===== config.mk =====
export PLATFORM = sky130hd
export DESIGN_NAME = fft_agu_core_flat
export DESIGN_NICKNAME = d
export VERILOG_FILES = /design/src/rtl/fft_agu_core_if.sv /design/src/rtl/fft_agu_core.sv /design/src/flat_wrapper.sv
export SDC_FILE = /design/constraint.sdc
export NUM_CORES = 1
export LEC_CHECK = 0
export CAP_MARGIN = 5
export CORE_MARGIN = 3
export CORE_UTILIZATION = 35
export CTS_BUF_LIST = sky130_fd_sc_hd__clkbuf_8
export CTS_CLUSTER_DIAMETER = 60
export CTS_CLUSTER_SIZE = 25
export DETAILED_ROUTE_END_ITERATION = 16
export SYNTH_ARGS = -nofsm -noshare
export SYNTH_HDL_FRONTEND = slang
export SYNTH_SLANG_ARGS = --single-unit
export TNS_END_PERCENT = 100

===== constraint.sdc =====
create_clock -name clk -period 4.36 [get_ports clk]
set_clock_uncertainty 0.15 [all_clocks]
set_input_delay 0.872 -clock clk [delete_from_list [all_inputs] [get_ports clk]]
set_output_delay 0.872 -clock clk [all_outputs]
set_load 0.005 [all_outputs]

===== src/rtl/fft_agu_core_if.sv =====
// Bus bundle between fft_agu_core and the FFT datapath: start/done handshake,
// ping-pong RAM controls and the twiddle ROM address.
interface fft_agu_core_if #(
  parameter int N_2 = 5
);
  logic           start;
  logic           done;
  logic           rdsel;
  logic           we0;
  logic [N_2-1:0] adr0a;
  logic [N_2-1:0] adr0b;
  logic           we1;
  logic [N_2-1:0] adr1a;
  logic [N_2-1:0] adr1b;
  logic [N_2-2:0] twiddleadr;

  modport master (
    input  start,
    output done, rdsel, we0, adr0a, adr0b, we1, adr1a, adr1b, twiddleadr
  );

  modport slave (
    output start,
    input  done, rdsel, we0, adr0a, adr0b, we1, adr1a, adr1b, twiddleadr
  );
endinterface


===== src/rtl/fft_agu_core.sv =====
// Address generator / sequencer for the in-place radix-2 FFT (ping-pong RAMs).
// Build option FFT_AGU_DONE_PULSE_EN: done is a one-cycle pulse and the FSM returns to IDLE.
module fft_agu_core #(
  parameter int width = 16,
  parameter int N_2   = 5
) (
  input  logic           clk,
  input  logic           reset,
  fft_agu_core_if.master bus
);

  localparam int HALF = 2 ** (N_2 - 1);
  localparam int LW   = (N_2 > 1) ? $clog2(N_2) : 1;
  // width only mirrors the datapath parameter list; a degenerate width never starts
  localparam bit WidthOk = (width > 0);

  typedef enum logic [1:0] {IDLE, RUN, DONE} state_e;

  state_e         state_q, state_d;
  logic [LW-1:0]  lvl_q, lvl_d;
  logic [N_2-1:0] pos_q, pos_d;
  logic           tail_q, tail_d;
  logic [N_2-1:0] rda_q, rda_d, rdb_q, rdb_d;

  logic           done_q, done_d;
  logic           rdsel_q, rdsel_d;
  logic           we0_q, we0_d, we1_q, we1_d;
  logic [N_2-1:0] adr0a_q, adr0a_d, adr0b_q, adr0b_d;
  logic [N_2-1:0] adr1a_q, adr1a_d, adr1b_q, adr1b_d;
  logic [N_2-2:0] tw_q, tw_d;

  logic           go;
  logic           act;
  logic           rd_phase;
  logic           wr;
  logic [N_2-2:0] jj;
  logic [N_2-2:0] mask;

  function automatic logic [N_2-1:0] rotl(input logic [N_2-1:0] x, input logic [LW-1:0] sh);
    logic [2*N_2-1:0] d;
    d = {x, x} << sh;
    return d[2*N_2-1:N_2];
  endfunction

  assign go = bus.start && WidthOk;

  always_ff @(posedge clk or negedge reset) begin
    if (!reset) state_q <= IDLE;
    else        state_q <= state_d;
  end

  always_comb begin
    state_d = state_q;
    unique case (state_q)
      IDLE: if (go) state_d = RUN;
      RUN: begin
        if (tail_q) begin
`ifdef FFT_AGU_DONE_PULSE_EN
          state_d = IDLE;
`else
          state_d = DONE;
`endif
        end
      end
      DONE: if (go) state_d = RUN;
      default: state_d = IDLE;
    endcase
  end

  // Position HALF within a level is the drain slot; tail marks the cycle after the last drain.
  always_comb begin
    lvl_d  = lvl_q;
    pos_d  = pos_q;
    tail_d = tail_q;
    if (state_q != RUN) begin
      if (go) begin
        lvl_d  = '0;
        pos_d  = '0;
        tail_d = 1'b0;
      end
    end else if (!tail_q) begin
      if (pos_q == N_2'(HALF)) begin
        pos_d = '0;
        if (lvl_q == LW'(N_2 - 1)) tail_d = 1'b1;
        else                       lvl_d  = lvl_q + 1'b1;
      end else begin
        pos_d = pos_q + 1'b1;
      end
    end
  end

  // Outputs are registered: counter state in cycle k becomes the bus values of cycle k+1.
  always_comb begin
    act      = (state_q == RUN) && !tail_q;
    rd_phase = act && (pos_q != N_2'(HALF));
    wr       = act && (pos_q != '0);
    jj       = pos_q[N_2-2:0];

    mask = '0;
    for (int unsigned i = 0; i < unsigned'(N_2 - 1); i++) begin
      mask[i] = (i + 32'(lvl_q)) >= unsigned'(N_2 - 1);
    end

    rda_d   = rd_phase ? rotl({jj, 1'b0}, lvl_q) : '0;
    rdb_d   = rd_phase ? rotl({jj, 1'b1}, lvl_q) : '0;
    tw_d    = rd_phase ? (jj & mask) : '0;
    rdsel_d = act ? lvl_q[0] : rdsel_q;

    we0_d   = 1'b0;
    we1_d   = 1'b0;
    adr0a_d = '0;
    adr0b_d = '0;
    adr1a_d = '0;
    adr1b_d = '0;
    if (act) begin
      if (!lvl_q[0]) begin
        adr0a_d = rda_d;
        adr0b_d = rdb_d;
        adr1a_d = rda_q;
        adr1b_d = rdb_q;
        we1_d   = wr;
      end else begin
        adr1a_d = rda_d;
        adr1b_d = rdb_d;
        adr0a_d = rda_q;
        adr0b_d = rdb_q;
        we0_d   = wr;
      end
    end

`ifdef FFT_AGU_DONE_PULSE_EN
    done_d = (state_q == RUN) && tail_q;
`else
    done_d = ((state_q == RUN) && tail_q) || ((state_q == DONE) && !go);
`endif
  end

  always_ff @(posedge clk or negedge reset) begin
    if (!reset) begin
      lvl_q   <= '0;
      pos_q   <= '0;
      tail_q  <= 1'b0;
      rda_q   <= '0;
      rdb_q   <= '0;
      done_q  <= 1'b0;
      rdsel_q <= 1'b0;
      we0_q   <= 1'b0;
      we1_q   <= 1'b0;
      adr0a_q <= '0;
      adr0b_q <= '0;
      adr1a_q <= '0;
      adr1b_q <= '0;
      tw_q    <= '0;
    end else begin
      lvl_q   <= lvl_d;
      pos_q   <= pos_d;
      tail_q  <= tail_d;
      rda_q   <= rda_d;
      rdb_q   <= rdb_d;
      done_q  <= done_d;
      rdsel_q <= rdsel_d;
      we0_q   <= we0_d;
      we1_q   <= we1_d;
      adr0a_q <= adr0a_d;
      adr0b_q <= adr0b_d;
      adr1a_q <= adr1a_d;
      adr1b_q <= adr1b_d;
      tw_q    <= tw_d;
    end
  end

  assign bus.done       = done_q;
  assign bus.rdsel      = rdsel_q;
  assign bus.we0        = we0_q;
  assign bus.we1        = we1_q;
  assign bus.adr0a      = adr0a_q;
  assign bus.adr0b      = adr0b_q;
  assign bus.adr1a      = adr1a_q;
  assign bus.adr1b      = adr1b_q;
  assign bus.twiddleadr = tw_q;

endmodule


===== src/flat_wrapper.sv =====
// flat-port wrapper written by rule: the top's interface ports become plain ports
module fft_agu_core_flat 
#(
  parameter int width = 16,
  parameter int N_2   = 5
)
  (clk, reset, bus_start, bus_done, bus_rdsel, bus_we0, bus_adr0a, bus_adr0b, bus_we1, bus_adr1a, bus_adr1b, bus_twiddleadr);
  fft_agu_core_if #(.N_2(N_2)) bus_i ();
  input  logic clk;
  input  logic reset;
  input wire logic [$bits(bus_i.start)-1:0] bus_start;
  output wire logic [$bits(bus_i.done)-1:0] bus_done;
  output wire logic [$bits(bus_i.rdsel)-1:0] bus_rdsel;
  output wire logic [$bits(bus_i.we0)-1:0] bus_we0;
  output wire logic [$bits(bus_i.adr0a)-1:0] bus_adr0a;
  output wire logic [$bits(bus_i.adr0b)-1:0] bus_adr0b;
  output wire logic [$bits(bus_i.we1)-1:0] bus_we1;
  output wire logic [$bits(bus_i.adr1a)-1:0] bus_adr1a;
  output wire logic [$bits(bus_i.adr1b)-1:0] bus_adr1b;
  output wire logic [$bits(bus_i.twiddleadr)-1:0] bus_twiddleadr;
  assign bus_i.start = bus_start;
  assign bus_done = bus_i.done;
  assign bus_rdsel = bus_i.rdsel;
  assign bus_we0 = bus_i.we0;
  assign bus_adr0a = bus_i.adr0a;
  assign bus_adr0b = bus_i.adr0b;
  assign bus_we1 = bus_i.we1;
  assign bus_adr1a = bus_i.adr1a;
  assign bus_adr1b = bus_i.adr1b;
  assign bus_twiddleadr = bus_i.twiddleadr;
  fft_agu_core #(.width(width), .N_2(N_2)) u_core (.clk(clk), .reset(reset), .bus(bus_i));
endmodule

# Word level (Yosys, flattened, before mapping)
# Index checks and enable logic that the tools add are counted.
dict set report word_totals {
  ff_bits 49
  inputBits 3
  output_inout_bits 28
  word_cells 85
}
dict set report classes {
  add_sub_neg 5
  order_cmp 4
  eq_ne 11
  n_shift 2
  mux 32
  n_bitwise 1
  n_reduce_logical 15
}
# cell count
set op_table {}
lappend op_table {{$ge A32 B3 Y1 const B} 3}
lappend op_table {{$mux W5} 14}
lappend op_table {{$shl A10 B3 Y10} 2}
lappend op_table {{$mux W3} 5}
lappend op_table {{$mux W1} 9}
lappend op_table {{$add A2 B3 Y4 const A} 2}
lappend op_table {{$ne A2 B1 Y1 const B} 4}
lappend op_table {{$add A5 B1 Y5 const B} 1}
lappend op_table {{$eq A5 B5 Y1 const B} 1}
lappend op_table {{$logic_and A1 B1 Y1} 5}
lappend op_table {{$ne A5 B5 Y1 const B} 1}
lappend op_table {{$reduce_bool A5 Y1} 1}
lappend op_table {{$add A1 B3 Y4 const A} 1}
lappend op_table {{$and A4 B4 Y4} 1}
lappend op_table {{$mux W2} 2}
lappend op_table {{$mux W4} 1}
lappend op_table {{$ne A2 B2 Y1 const B} 2}
lappend op_table {{$pmux W2 S2} 1}
lappend op_table {{$reduce_and A2 Y1} 2}
lappend op_table {{$reduce_and A4 Y1} 1}
lappend op_table {{$add A3 B1 Y3 const B} 1}
lappend op_table {{$eq A3 B3 Y1 const B} 1}
lappend op_table {{$ge A3 B3 Y1 const B} 1}
lappend op_table {{$eq A2 B1 Y1 const B} 1}
lappend op_table {{other kinds (6)} 7}

# Longest topological paths before layout
# Gate-level depths: netlist of the first run.
dict set report depth {
  ltp_word 6
  ltp_mapped 8
  ltp_nobuf 6
}

# Worst setup path after synthesis of the first run
# Ideal clock, no wire load.
dict set report synth_timing {
  path_type {flip-flop to flip-flop}
  startpoint {reg u_core.pos_q[0]}
  endpoint {reg u_core.adr0b_q[0] (netlist: u_core.bus.adr0b[0])}
  setup_time_ps 72
  t_arrival_ps 1573
  required_time_ps 4138
  path_slack_ps 2565
  path_stages_with_launch 9
  n_path_buf 2
  synth_period_minus_slack_ps 1795
  cell_sequence {dfrtp_1 > buf_2 > inv_1 > ha_1 > and4bb_2 > buf_2 > a211oi_1 > mux2i_1 > nor2_1}
}
dict set report synth_via {
  elab_chain_len 5
  word_cells_on_any_way 6
  classes_between {eq/ne: 1; shift: 1; mux: 3; reduce/logical: 1}
}
# item line
set synth_rtl {}
lappend synth_rtl {{from (decl)} fft_agu_core.sv:21} ;# logic [N_2-1:0] pos_q, pos_d;
lappend synth_rtl {{from (signal assigned)} fft_agu_core.sv:156} ;# pos_q <= pos_d;
lappend synth_rtl {{$ne A5 B5 Y1} fft_agu_core.sv:95} ;# rd_phase = act && (pos_q != N_2'(HALF));
lappend synth_rtl {{$logic_and A1 B1 Y1} fft_agu_core.sv:95}
lappend synth_rtl {{$mux W5 *} fft_agu_core.sv:105} ;# rdb_d = rd_phase ? rotl({jj, 1'b1}, lvl_q) : '0;
lappend synth_rtl {{$mux W5 *} fft_agu_core.sv:116} ;# if (!lvl_q[0]) begin
lappend synth_rtl {{$mux W5 *} fft_agu_core.sv:115} ;# if (act) begin
lappend synth_rtl {{named net u_core.adr0b_d[0]} fft_agu_core.sv:28} ;# logic [N_2-1:0] adr0a_q, adr0a_d, adr0b_q, adr0b_d;
lappend synth_rtl {{to (signal assigned)} fft_agu_core.sv:165} ;# adr0b_q <= adr0b_d;
lappend synth_rtl {{to (decl)} fft_agu_core.sv:28}
# The timed path passes the listed nets; every way through them passes the cells marked *.
# A chain may end at the register's enable or synchronous reset.

# Final worst setup path of the first run
dict set report layout_timing {
  startpoint {reg u_core.lvl_q[2]}
  endpoint {reg u_core.lvl_q[2]}
}
dict set report layout_via {
  elab_chain_len 5
  word_cells_on_any_way 8
  classes_between {add/sub: 1; eq/ne: 2; mux: 4; reduce/logical: 1}
}
# item line
set layout_rtl {}
lappend layout_rtl {{from (decl)} fft_agu_core.sv:20} ;# logic [LW-1:0] lvl_q, lvl_d;
lappend layout_rtl {{from (signal assigned)} fft_agu_core.sv:155} ;# lvl_q <= lvl_d;
lappend layout_rtl {{$add A3 B1 Y3} fft_agu_core.sv:85} ;# else lvl_d = lvl_q + 1'b1;
lappend layout_rtl {{$mux W3} fft_agu_core.sv:84} ;# if (lvl_q == LW'(N_2 - 1)) tail_d = 1'b1;
lappend layout_rtl {{$mux W3} fft_agu_core.sv:82} ;# if (pos_q == N_2'(HALF)) begin
lappend layout_rtl {{$mux W3} fft_agu_core.sv:81} ;# end else if (!tail_q) begin
lappend layout_rtl {{$mux W3} fft_agu_core.sv:75} ;# if (state_q != RUN) begin
# Several ways; a longest one is shown, not always the timed one. The select of a mux whose other input is x is not followed.

==> out/qor.csv, run 1 <==
metric,value,unit
crit_path_end_kind,flop,
final_cell_mix,"dfrtp_1, nand2_1, clkdlybuf4s50_1",
drive_gt1_frac,0.0492,
fin_crit_sh,0.535,
fp-row-count,29,
p_switching,0.000745,W
place_ws,2.09,ns
place_congestion,0.830,
wl_met2,2620,µm
fin_tns_setup,0,ns
yosys.area.top_type,dfrtp_1,
holdBufCountCts,0,
critPathRequiredTime,4.40,ns
drtAntennaViolNets,0,
hold_class,flop to flop,
cts_tree,built,
critPathArrivalTime,2.37,ns
wl_met1,2300,µm
slew_headroom,0.280,
crit_fanout,29,
drt-total-wl,5180,µm
syn-num-nets,252,
ys_seq_area_frac,0.525,
clock_latency,0.30,ns
crit_type,flop to flop,
setup_viol,0,
nets,270,
async_flop_share,1.00,
status,completed,
p_per_area,690,nW/µm²
power_frac_seq,0.403,
postCtsResizedCells,0,
ys_types,42,
cts_made_buffers,5,
clock-root-buffer,clkbuf_8,
grtUsageTotal,0.141,
clk_pin_slew,0.08,ns
post-cts-setup-buffers,0,
hpwl,3390,µm
dr.max_layer_used,met4,
fp.coreArea,6420,µm²
routedWlPerCell,15.2,µm
synth_edf_count,0,
post-route-min-period,2.33,ns
drc,0,
io_pins,31,
die_x,87.7,µm
start_kind,flop,
grt_pass1_wl,8500,µm
drv_cap,0,
p_int,0.00113,W
cts_buffer_depth,2,
grt_overflow_total,0,
rsz0062_at_grt,no,
grt_max_degree,50,
netlist_area,2330,µm²
whs,0.348,ns
initial_utilization,0.364,
slew_violations,0,
syn_to_final_growth,16.6,%
grt_pass1_vias,1725,
antenna_cells,0,
met3_length,198,µm
hold_viol,0,
synthCells,245,
dieArea,7690,µm²
share_comb_of_total_power,0.462,
max_freq,0.429,GHz
netlist_top_cells_area,"dfrtp_1, nand2_1, mux2i_1",
setup_ws,2.03,ns
p_sw_frac,0.396,
avgSynthCellArea,9.53,µm²
antenna_found_initial,0,
via_per_inst,5.41,
num_vias,1845,
yosysWarningCount,0,
drtIter0Drc,213,
first_pass_iters,4,
max-vdd-ir-drop,0.239,mV
die-height,87.7,µm
nFillCells,632,
pwr-share-clk,0.135,
htreeDepth,2,
worstMarginPinSlew,1.08,ns
cts.sinks,49,
portBuffers,30,
synth-seq-cells,49,
synth_top_area_frac,0.525,
leakagePower,1.18,nW
final_common_cell,dfrtp_1,
synth-main-ff-cell,dfrtp_1,
layout make-up:
cell class	count	area [µm²]	share of cell area
multi-input cells	169	985	0.362
repair buffers	32	310	0.114
clock inverters	3	13.8	0.00506
well taps	77	96.3	0.0354
flip-flops and latches	49	1230	0.450
clock buffers	5	68.8	0.0253
inverters	6	22.5	0.00827
metrics by stage:
step / instance area, µm² / power, W / util / instances
6_report: 2720 / 0.00188 / 0.424 / 341
5_1_grt: 2720 / 0.00202 / 0.424 / 341
4_1_cts: 2720 / 0.00189 / 0.424 / 341
3_5_place_dp: 2640 / 0.00163 / 0.411 / 333
3_3_place_gp: 2640 / 0.00162 / 0.411 / 333
2_1_floorplan: 2330 / 0.00131 / - / 245
kinds of logic (layout without fill, tap and decap cells):
| family | Yosys count | after routing | synth area share |
|---|---|---|---|
| muxes | 10 | 10 | 0.0429 |
| DFF | 49 | 49 | 0.525 |
| adders and majority gates | 4 | 4 | 0.0214 |
| buffers and inverters | 27 | 46 | 0.0531 |
| xor gates and xnor gates | 1 | 1 | 0.00375 |
| and+or+nand+nor | 86 | 86 | 0.174 |
| AOI/OAI and AO/OA | 68 | 68 | 0.180 |
final timing paths:
kind	startpoint	end	slack [ns]	cells past startpoint
min in group asynchronous	reset	u_core.bus.adr0b[0]	0.62	1
setup reg to reg	u_core.lvl_q[2]	u_core.lvl_q[2]	2.03	3
hold reg to reg	u_core.bus.rdsel	u_core.bus.rdsel	0.35	2
hold / removal	u_core.bus.rdsel	u_core.bus.rdsel	0.35	2
setup / recovery	u_core.lvl_q[2]	u_core.lvl_q[2]	2.03	3
max in group asynchronous	reset	u_core.rdb_q[4]	2.79	1
metal layers:
metal	vias up	GRT usage
met3	5	0.0310
met2	46	0.247
met1	896	0.175
met5	-	0
met4	0	0.0377
li1	898	-
flip-flops by register name (all words and copies together), names as in the netlist:
register / count
u_core.bus.adr1b: 5
u_core.bus.rdsel: 1
u_core.bus.adr1a: 5
u_core.tail_q: 1
u_core.pos_q: 5
u_core.bus.adr0a: 5
u_core.rdb_q: 5
u_core.bus.done: 1
u_core.rda_q: 5
u_core.lvl_q: 3
u_core.bus.twiddleadr: 4
u_core.bus.we0: 1
u_core.bus.adr0b: 5
u_core.bus.we1: 1
u_core.state_q: 2
cells in the mapped netlist (all sizes together) (2+ instances only):
cell and instances:
dfrtp 49, nand2 30, nor2 23, o21ai 21
a21oi 18, buf 17, nand3 13, mux2i 10
nor3 6, inv 5, a22oi 4, clkbuf 4
ha 4, o211ai 4, a31oi 3, nand2b 3
nor3b 3, o22ai 3, o31ai 3, a211oi 2
a22o 2, nor2b 2
power by group through the flow:
stage          registers, W  clock network (W)  logic (W)
2_1_floorplan      0.000711                  0   0.000602
3_3_place_gp       0.000760                  0   0.000863
3_5_place_dp       0.000767                  0   0.000867
4_1_cts            0.000758           0.000262   0.000871
5_1_grt            0.000780           0.000278   0.000966
6_report           0.000758           0.000254   0.000868
worst max-delay path: stages (launching register included):
cell and delay, ns:
dfrtp_1 0.92, clkinv_1 0.53, o41a_1 0.52, o21a_1 0.10
Power figures use the tool's default switching activity.
==> run 2: changes to the inputs <==
Clock period 4.36 ns to 2.05 ns, I/O delays scaled along.
==> out/qor.csv, run 2 (same netlist as run 1, synthesis figures left out) <==
metric,value,unit
clk_pin_slew,0.09,ns
power_frac_seq,0.360,
cts.sinks,49,
syn_to_final_growth,23.5,%
cts_tree,built,
rsz0062_at_grt,no,
crit_path_end_kind,flop,
grt_pass1_vias,1830,
grt_pass1_wl,8940,µm
post-cts-setup-buffers,0,
slew_violations,0,
status,completed,
cts_made_buffers,5,
p_switching,0.00161,W
htreeDepth,2,
fin_crit_sh,0.931,
share_comb_of_total_power,0.477,
routedWlPerCell,14.8,µm
drc,0,
via_per_inst,5.42,
die-height,87.7,µm
grt_max_degree,50,
hpwl,3520,µm
fp-row-count,29,
portBuffers,30,
whs,0.339,ns
antenna_found_initial,0,
cts_buffer_depth,2,
p_sw_frac,0.373,
postCtsResizedCells,0,
fp.coreArea,6420,µm²
dieArea,7690,µm²
crit_fanout,11,
first_pass_iters,4,
critPathArrivalTime,1.95,ns
grt_overflow_total,0,
clock_latency,0.30,ns
drtIter0Drc,103,
fin_tns_setup,0,ns
fin_area,2880,µm²
crit_type,flop to flop,
clock-root-buffer,clkbuf_8,
holdBufCountCts,1,
drt-total-wl,5280,µm
p_per_area,1490,nW/µm²
initial_utilization,0.364,
slew_headroom,0.631,
die_x,87.7,µm
critPathRequiredTime,2.09,ns
final_common_cell,dfrtp_1,
p_total,0.00430,W
drv_cap,0,
max-vdd-ir-drop,0.518,mV
place_area,2760,µm²
drive_gt1_frac,0.0968,
place_congestion,0.832,
p_int,0.00269,W
worstMarginPinSlew,0.553,ns
fin_util,0.449,
final_cell_mix,"dfrtp_1, nand2_1, clkdlybuf4s50_1",
num_vias,1928,
pwr-share-clk,0.163,
leakagePower,1.28,nW
drtAntennaViolNets,0,
start_kind,flop,
io_pins,31,
hold_viol,0,
grtUsageTotal,0.148,
hold_class,flop to flop,
setup_viol,0,
nets,285,
max_freq,0.524,GHz
post-route-min-period,1.91,ns
antenna_cells,0,
==> run 2: cell types whose count changed in the layout (fill, tap and decap cells not counted), sizes merged <==
cell and change:
buf +14, clkinv -2, bufinv +1, clkbuf +1, dlygate4sd3 +1
==> run 2: final timing paths <==
check / start / endpoint / slack, ns / depth (start not counted)
max: u_core.pos_q[1] / u_core.lvl_q[2] / 0.14 / 6
min: u_core.bus.rdsel / u_core.bus.rdsel / 0.34 / 2
max reg2reg: u_core.pos_q[1] / u_core.lvl_q[2] / 0.14 / 6
min reg2reg: u_core.bus.rdsel / u_core.bus.rdsel / 0.34 / 2
max in group asynchronous: reset / u_core.bus.adr0b[3] / 1.06 / 3
min in group asynchronous: reset / u_core.bus.adr1a[2] / 0.47 / 3
==> run 2: cell type report <==
class	instances	area (µm²)
fillers	614	3540
flip-flops and latches	49	1230
multi-input cells	169	985
repair buffers	47	438
well taps	77	96.3
clock buffers	6	82.6
clock inverters	2	33.8
inverters	6	22.5
==> run 2: per-stage QoR <==
step           std cells  worst slack [ns]
2_1_floorplan        245             0.255
3_3_place_gp         347             0.221
3_5_place_dp         347             0.176
5_1_grt              356            0.0519
6_report             356             0.142
4_1_cts              356             0.158
==> run 2: worst max-delay path, cell delays in order, from the launching register on <==
cell and delay [ns]:
dfrtp_1 0.38, inv_1 0.12, ha_1 0.20, and4bb_2 0.42, nand2_1 0.11, o41a_1 0.32
o21a_1 0.10
==> run 2: metal layers <==
| layer | up-vias | wire [µm] | global-route usage |
|---|---|---|---|
| li1 | 929 | - | - |
| met1 | 944 | 2450 | 0.193 |
| met2 | 44 | 2530 | 0.238 |
| met3 | 11 | 187 | 0.0301 |
| met4 | 0 | 112 | 0.0628 |
| met5 | - | 0 | 0 |
==> run 2: power by group through the flow <==
stage	registers (W)	clock network (W)	logic, W
5_1_grt	0.00159	0.000762	0.00231
4_1_cts	0.00155	0.000726	0.00205
3_5_place_dp	0.00157	0	0.00204
2_1_floorplan	0.00151	0	0.00128
3_3_place_gp	0.00156	0	0.00201
6_report	0.00155	0.000702	0.00205
==> run 3: changes to the inputs <==
Settings changed: MAX_ROUTING_LAYER from default to met4.
==> out/qor.csv, run 3 (same netlist as run 1, synthesis figures left out) <==
metric,value,unit
antenna_cells,0,
r2r_cells,6,
drc,0,
grt_pass1_vias,1826,
crit_type,flop to flop,
worstHoldStart,u_core.bus.rdsel,
cp_cell_sequence,inv_1 > ha_1 > and4bb_2 > nand2_1 > o41a_1 > o21a_1,
critPathRequiredTime,2.10,ns
htreeDepth,2,
leakagePower,1.28,nW
start_kind,flop,
p_total,0.00430,W
max-vdd-ir-drop,0.519,mV
r2r_slack,0.15,ns
hold-path-endpoint,u_core.bus.rdsel,
drt-total-wl,5250,µm
post-route-min-period,1.90,ns
drtAntennaViolNets,0,
nets,285,
status,completed,
fin_tns_setup,0,ns
r2r_start,u_core.pos_q[1],
first_pass_iters,4,
cts_tree,built,
num_vias,1932,
fin_area,2880,µm²
drive_gt1_frac,0.0968,
postCtsResizedCells,0,
grt_pass1_wl,8940,µm
die-height,87.7,µm
cts_buffer_depth,2,
whs,0.339,ns
die_x,87.7,µm
p_per_area,1490,nW/µm²
hold_class,flop to flop,
dpl.cell_count,347,
fp-row-count,29,
critPathArrivalTime,1.95,ns
place_congestion,0.845,
setup_viol,0,
nFillCells,614,
clock_latency,0.30,ns
drtIter0Drc,97,
rsz0062_at_grt,no,
initial_utilization,0.364,
grt_overflow_total,0,
clock-root-buffer,clkbuf_8,
hpwl,3520,µm
clk_pin_slew,0.09,ns
syn_to_final_growth,23.5,%
critPathTopFamily,simple AND/OR/NAND/NOR gates,
grtUsageTotal,0.153,
fin_crit_sh,0.927,
crit_buf_inv,1,
via_per_inst,5.43,
multi_input_area,985,µm²
ff_latch_area,1230,µm²
final_cell_mix,"dfrtp_1, nand2_1, clkdlybuf4s50_1",
max_stage_delay,0.42,ns
max_freq,0.526,GHz
cts_made_buffers,5,
stdcell_count,356,
slowest_stage,and4bb_2,
rr_endpoint,u_core.lvl_q[2],
cts.sinks,49,
portBuffers,30,
antenna_found_initial,0,
drv_cap,0,
crit_path_end_kind,flop,
hold_viol,0,
slew_headroom,0.635,
place_area,2760,µm²
slew_violations,0,
routedWlPerCell,14.8,µm
holdPathStages,2,
fp.coreArea,6420,µm²
worstMarginPinSlew,0.547,ns
dieArea,7690,µm²
grt_max_degree,50,
io_pins,31,
crit_fanout,11,
final_common_cell,dfrtp_1,
## run 3: cell counts in the layout (fill, tap and decap cells not counted)
Identical to the previous run, type by type.
## run 3: routing by layer
| layer | vias up | wire [µm] | part of all wire | GRT usage |
|---|---|---|---|---|
| met4 | 0 | 119 | 0.023 | 0.0628 |
| met2 | 48 | 2530 | 0.48 | 0.237 |
| met5 | - | 0 | 0 | - |
| li1 | 927 | - | - | - |
| met1 | 946 | 2400 | 0.46 | 0.193 |
| met3 | 11 | 207 | 0.039 | 0.0329 |
## run 3: power breakdown
part / internal [W] / switching [W] / leakage, nW
Clock: 0.000393 / 0.000311 / 0.0626
Combinational: 0.000966 / 0.00108 / 0.592
Sequential: 0.00134 / 0.000212 / 0.621
## run 3: final cells by class
cell class,count,share of cell area
Tap cell,77,0.0334
Clock buffer,6,0.0286
Clock inverter,2,0.0117
Sequential cell,49,0.425
Multi-Input combinational cell,169,0.341
Inverter,6,0.00781
Timing Repair Buffer,47,0.152
## run 3: through the flow
step | setup WS [ns] | util
6_report | 0.150 | 0.449
3_3_place_gp | 0.221 | 0.429
4_1_cts | 0.158 | 0.449
2_1_floorplan | 0.255 | -
3_5_place_dp | 0.176 | 0.429
5_1_grt | 0.0519 | 0.449
## run 3: worst min-delay path, cell delays in order, from the launching register on
cell and delay (ns):
dfrtp_1 0.35, nand2_1 0.05, nand2_1 0.06
## run 3: worst max-delay path by stage
stage / startpoint / to / cells past startpoint
floorplan: u_core.pos_q[0] / u_core.bus.adr0b[0] / 8
global placement: u_core.pos_q[1] / u_core.lvl_q[2] / 6
detailed placement: u_core.pos_q[1] / u_core.lvl_q[2] / 6
CTS: u_core.pos_q[1] / u_core.lvl_q[2] / 6
global route: u_core.pos_q[1] / u_core.lvl_q[2] / 6
finish: u_core.pos_q[1] / u_core.lvl_q[2] / 6
## run 3: repair_timing
action,CTS,global route
hold buffers,1,0
buffers inserted,0,0
hold endpoints to repair,49,0
